$ cat src/rtl/traffic_lights_ctrl.sv
// Fixed-time four-way intersection controller: Moore FSM with a per-state dwell counter.
// Optional pedestrian scramble phase (S6) is enabled by defining TLC_PED_SCRAMBLE_EN.
module traffic_lights_ctrl #(
    parameter int unsigned G_TIME   = 30,
    parameter int unsigned Y_TIME   = 5,
    parameter int unsigned AR_TIME  = 2,
    parameter int unsigned SCR_TIME = 10
) (
    input  logic       clk,
    input  logic       reset,
    output logic       T12R,
    output logic       T12Y,
    output logic       T12G,
    output logic       T34R,
    output logic       T34Y,
    output logic       T34G,
    output logic       T5R,
    output logic       T5G,
    output logic       T6R,
    output logic       T6G,
    output logic [2:0] state,
    output logic [5:0] counter
);

    typedef enum logic [2:0] {
        S0 = 3'd0,
        S1 = 3'd1,
        S2 = 3'd2,
        S3 = 3'd3,
        S4 = 3'd4,
        S5 = 3'd5,
        S6 = 3'd6
    } state_e;

    // Dwell times are stored as terminal counts (D-1) so they fit the 6-bit counter at D=64.
    localparam logic [5:0] GLast   = 6'(G_TIME - 1);
    localparam logic [5:0] YLast   = 6'(Y_TIME - 1);
    localparam logic [5:0] ArLast  = 6'(AR_TIME - 1);
`ifdef TLC_PED_SCRAMBLE_EN
    localparam logic [5:0] ScrLast = 6'(SCR_TIME - 1);
`endif

    if (G_TIME < 1 || G_TIME > 64) begin : g_chk_g
        $error("G_TIME out of range 1..64");
    end
    if (Y_TIME < 1 || Y_TIME > 64) begin : g_chk_y
        $error("Y_TIME out of range 1..64");
    end
    if (AR_TIME < 1 || AR_TIME > 64) begin : g_chk_ar
        $error("AR_TIME out of range 1..64");
    end
    if (SCR_TIME < 1 || SCR_TIME > 64) begin : g_chk_scr
        $error("SCR_TIME out of range 1..64");
    end

    state_e     state_q, state_d, next_state;
    logic [5:0] counter_q, counter_d;
    logic [5:0] dwell_last;
    logic       legal;

    always_ff @(posedge clk or posedge reset) begin
        if (reset) begin
            state_q   <= S0;
            counter_q <= 6'd0;
        end else begin
            state_q   <= state_d;
            counter_q <= counter_d;
        end
    end

    always_comb begin
        dwell_last = GLast;
        next_state = S0;
        legal      = 1'b1;
        case (state_q)
            S0: begin
                dwell_last = GLast;
                next_state = S1;
            end
            S1: begin
                dwell_last = YLast;
                next_state = S2;
            end
            S2: begin
                dwell_last = ArLast;
                next_state = S3;
            end
            S3: begin
                dwell_last = GLast;
                next_state = S4;
            end
            S4: begin
                dwell_last = YLast;
                next_state = S5;
            end
            S5: begin
                dwell_last = ArLast;
`ifdef TLC_PED_SCRAMBLE_EN
                next_state = S6;
`else
                next_state = S0;
`endif
            end
`ifdef TLC_PED_SCRAMBLE_EN
            S6: begin
                dwell_last = ScrLast;
                next_state = S0;
            end
`endif
            default: begin
                legal = 1'b0;
            end
        endcase
    end

    always_comb begin
        state_d   = state_q;
        counter_d = counter_q + 6'd1;
        // Illegal codes recover to S0 on the next edge regardless of the counter.
        if (!legal) begin
            state_d   = S0;
            counter_d = 6'd0;
        end else if (counter_q == dwell_last) begin
            state_d   = next_state;
            counter_d = 6'd0;
        end
    end

    always_comb begin
        T12R = 1'b1;
        T12Y = 1'b0;
        T12G = 1'b0;
        T34R = 1'b1;
        T34Y = 1'b0;
        T34G = 1'b0;
        T5R  = 1'b1;
        T5G  = 1'b0;
        T6R  = 1'b1;
        T6G  = 1'b0;
        case (state_q)
            S0: begin
                T12R = 1'b0;
                T12G = 1'b1;
                T6R  = 1'b0;
                T6G  = 1'b1;
            end
            S1: begin
                T12R = 1'b0;
                T12Y = 1'b1;
            end
            S3: begin
                T34R = 1'b0;
                T34G = 1'b1;
                T5R  = 1'b0;
                T5G  = 1'b1;
            end
            S4: begin
                T34R = 1'b0;
                T34Y = 1'b1;
            end
`ifdef TLC_PED_SCRAMBLE_EN
            S6: begin
                T5R = 1'b0;
                T5G = 1'b1;
                T6R = 1'b0;
                T6G = 1'b1;
            end
`endif
            default: begin
            end
        endcase
    end

    assign state   = state_q;
    assign counter = counter_q;

endmodule

$ cat config.mk
export PLATFORM = sky130hd
export DESIGN_NAME = traffic_lights_ctrl
export DESIGN_NICKNAME = d
export VERILOG_FILES = /design/src/rtl/traffic_lights_ctrl.sv
export SDC_FILE = /design/constraint.sdc
export NUM_CORES = 1
export LEC_CHECK = 0
export CAP_MARGIN = 15
export CORE_AREA = 2 2 42 44
export DETAILED_ROUTE_END_ITERATION = 10
export DIE_AREA = 0 0 44 46
export GPL_TIMING_DRIVEN = 0
export HOLD_SLACK_MARGIN = 0.03
export PLACE_DENSITY = 0.69
export SLEW_MARGIN = 20
export SYNTH_ARGS = -nofsm -noshare
export SYNTH_HDL_FRONTEND = slang
export SYNTH_SLANG_ARGS = --single-unit
$ cat constraint.sdc
create_clock -name clk -period 1.55 [get_ports clk]
set_input_delay 0.31 -clock clk [delete_from_list [all_inputs] [get_ports clk]]
set_output_delay 0.31 -clock clk [all_outputs]
set_load 0.02 [all_outputs]
==> results.json <==
{
  "status": "finished, violations left",
  "violations": "negative setup slack",
  "path_max_fanout": 4,
  "hold_viol_final": 0,
  "syn-num-nets": 62,
  "avgSynthCellArea_um2": 9.373,
  "slew_headroom": 0.7626,
  "rows": 15,
  "die_h_um": 46,
  "wl_per_cell_um": 12.76,
  "crit_path_start_kind": "register",
  "hpwl_um": 874.3,
  "fmax_ghz": 0.5920,
  "gp_congestion": 0.7003,
  "viasPerCell": 5.037,
  "hold_path_class": "in -> async",
  "place_ws_ps": -376.2,
  "timing.final.crit_share": 1.090,
  "io_pins": 21,
  "netlist_top_cells_area": "dfrtp_1 (41%), nor2_1 (8.1%), a31o_1 (4.8%), xnor2_1 (4.8%), xor2_1 (4.8%)",
  "diodes": 0,
  "cts.sinks": 9,
  "ys_warn_count": 0,
  "yosysMostFrequentCell": "nor2_1",
  "vias": 544,
  "synthDistinctLibCells": 26,
  "grt_start_max_net_pins": 10,
  "max_slew.worst_pin.slew_ps": 355.7,
  "groute.usage.overall": 0.1549,
  "clock_path_buffers": 2,
  "power.leakage_nw": 0.4455,
  "syn_inst": 59,
  "die_w_um": 44,
  "synth_top_area_share": 0.4072,
  "first_pass_iters": 2,
  "power.density_mw_per_mm2": 472.4,
  "cts_inserted_buffers": 3,
  "ys.flop_type": "dfrtp_1",
  "multi_input_comb_area_um2": 336.6,
  "grt_pass1_wl_um": 2173,
  "synth_top_area_cell": "dfrtp_1",
  "wl_um": 1378,
  "ys_ff_latch": 9,
  "setup_viol": 16,
  "drive_gt1_frac": 0.4835,
  "ir_drop_mv": 0.4405,
  "path_clk_slew_ps": 70,
  "syn-cell-area_um2": 553.0,
  "cts-root-buf": "clkbuf_4",
  "grt_pass1_vias": 480,
  "post-route-util": 0.5721,
  "area_growth_pct": 66.97,
  "die_area_mm2": 0.002024,
  "period_needed_ps": 1689,
  "setup_slack_ps": -139.2,
  "grt.overflow.total": 0,
  "clkLatencyLatePin_ps": 270,
  "setup.worst_path.end_class": "output port",
  "htree_levels": 1,
  "critical_path_arrival_ps": 1380,
  "drv_slew": 0,
  "fin_skew_ps": 5.012,
  "synth_edf_count": 0,
  "final_nets": 95,
  "cts_tree": "yes",
  "ys_top_cells_by_count": "nor2_1 (12), dfrtp_1 (9)",
  "coreArea_mm2": 0.001614,
  "ant_nets": 0,
  "drt_iter0_markers": 10,
  "num-fill-cells": 141,
  "seq_area_um2": 229.0,
  "initial_core_util": 0.3426,
  "hold_ws_ps": 295.4,
  "antenna_found_initial": 0,
  "cts_hold_buffers": 0,
  "numPortBuffers": 20,
  "seq_area_frac_synth": 0.4072,
  "async_reset_ff_frac": 1.000,
  "route.detailed.drc": 0,
  "setup_tns_ps": -1364,
  "cp.required_ps": 1240,
  "p_total_mw": 0.4362,
  "crit_type": "reg -> out",
  "rsz0062_at_grt": "true",
  "max_cap_violations": 0
}
where the power goes:
part | internal [mW] | switching, mW | leakage, nW | total (mW)
Combinational | 0.00234 | 0.00477 | 0.327 | 0.00711
Clock | 0.0998 | 0.0947 | 0.0150 | 0.194
Sequential | 0.235 | 0 | 0.103 | 0.235
layer usage:
metal  vias up  GRT usage  wire length (um)
met2        12     0.2412               730
li1        260          -                 -
met4         0     0.1273                43
met5         -          0                 0
met1       268     0.1883               556
met3         4    0.02381                47
state kept, by name (all words and copies together), names as in the netlist:
| name | flops |
|---|---|
| state | 3 |
| counter | 6 |
critical path, stage by stage, from the launching register on:
cell and delay (ps):
dfrtp_2 450, nand2b_4 160, or2_4 240, inv_4 70
buf_6 90, buf_6 100
area by class of cell:
class,count,share of cell area
well taps,17,0.02304
multi-input cells,42,0.3645
clock buffers,4,0.02846
flip-flops and latches,9,0.2480
inverters,5,0.03117
plain buffers,3,0.03252
repair buffers,28,0.2724
timing repair:
item,4_1_cts,5_1_grt
gates resized for setup,68,11
setup endpoints to repair,27,21
buffers inserted,7,1
pin swaps,2,3
metrics by stage:
step           std cells  instance area (um2)
2_1_floorplan         59                569.3
3_3_place_gp          96                790.8
3_5_place_dp          96                790.8
4_1_cts              107                883.3
5_1_grt              108                923.4
6_report             108                923.4
worst paths after layout:
kind                       startpoint    endpoint  slack, ps  cells past startpoint
max                          state[2]         T5G       -140                      5
min                             reset  counter[0]        300                      2
max reg2reg                  state[1]  counter[1]       -100                      6
min reg2reg                counter[0]  counter[0]        570                      1
max in group asynchronous       reset    state[0]        980                      2
min in group clk           counter[0]  counter[0]        570                      1
layout by cell type, fill, tap and decap left out, drive strengths merged, types with 2 or more instances in the layout:
cell type	instances
inv	4
nand2b	2
clkdlybuf4s15	2
or2	2
dfrtp	9
xnor2	3
a31o	3
mux2i	2
dlygate4sd2	6
xor2	3
clkbuf	4
nor2	13
buf	21
nand4	2
nand3	2
kinds of logic (layout without fill, tap and decap cells):
logic type | after synthesis | after routing | synth area share
adders and majority gates | 1 | 1 | 0.02262
AOI/OAI and AO/OA | 7 | 7 | 0.09954
buffers and inverters | 8 | 40 | 0.07464
muxes | 3 | 3 | 0.06334
and+or+nand+nor | 25 | 25 | 0.2375
DFF | 9 | 9 | 0.4072
xor gates and xnor gates | 6 | 6 | 0.09504
Power figures use the tool's default switching activity.
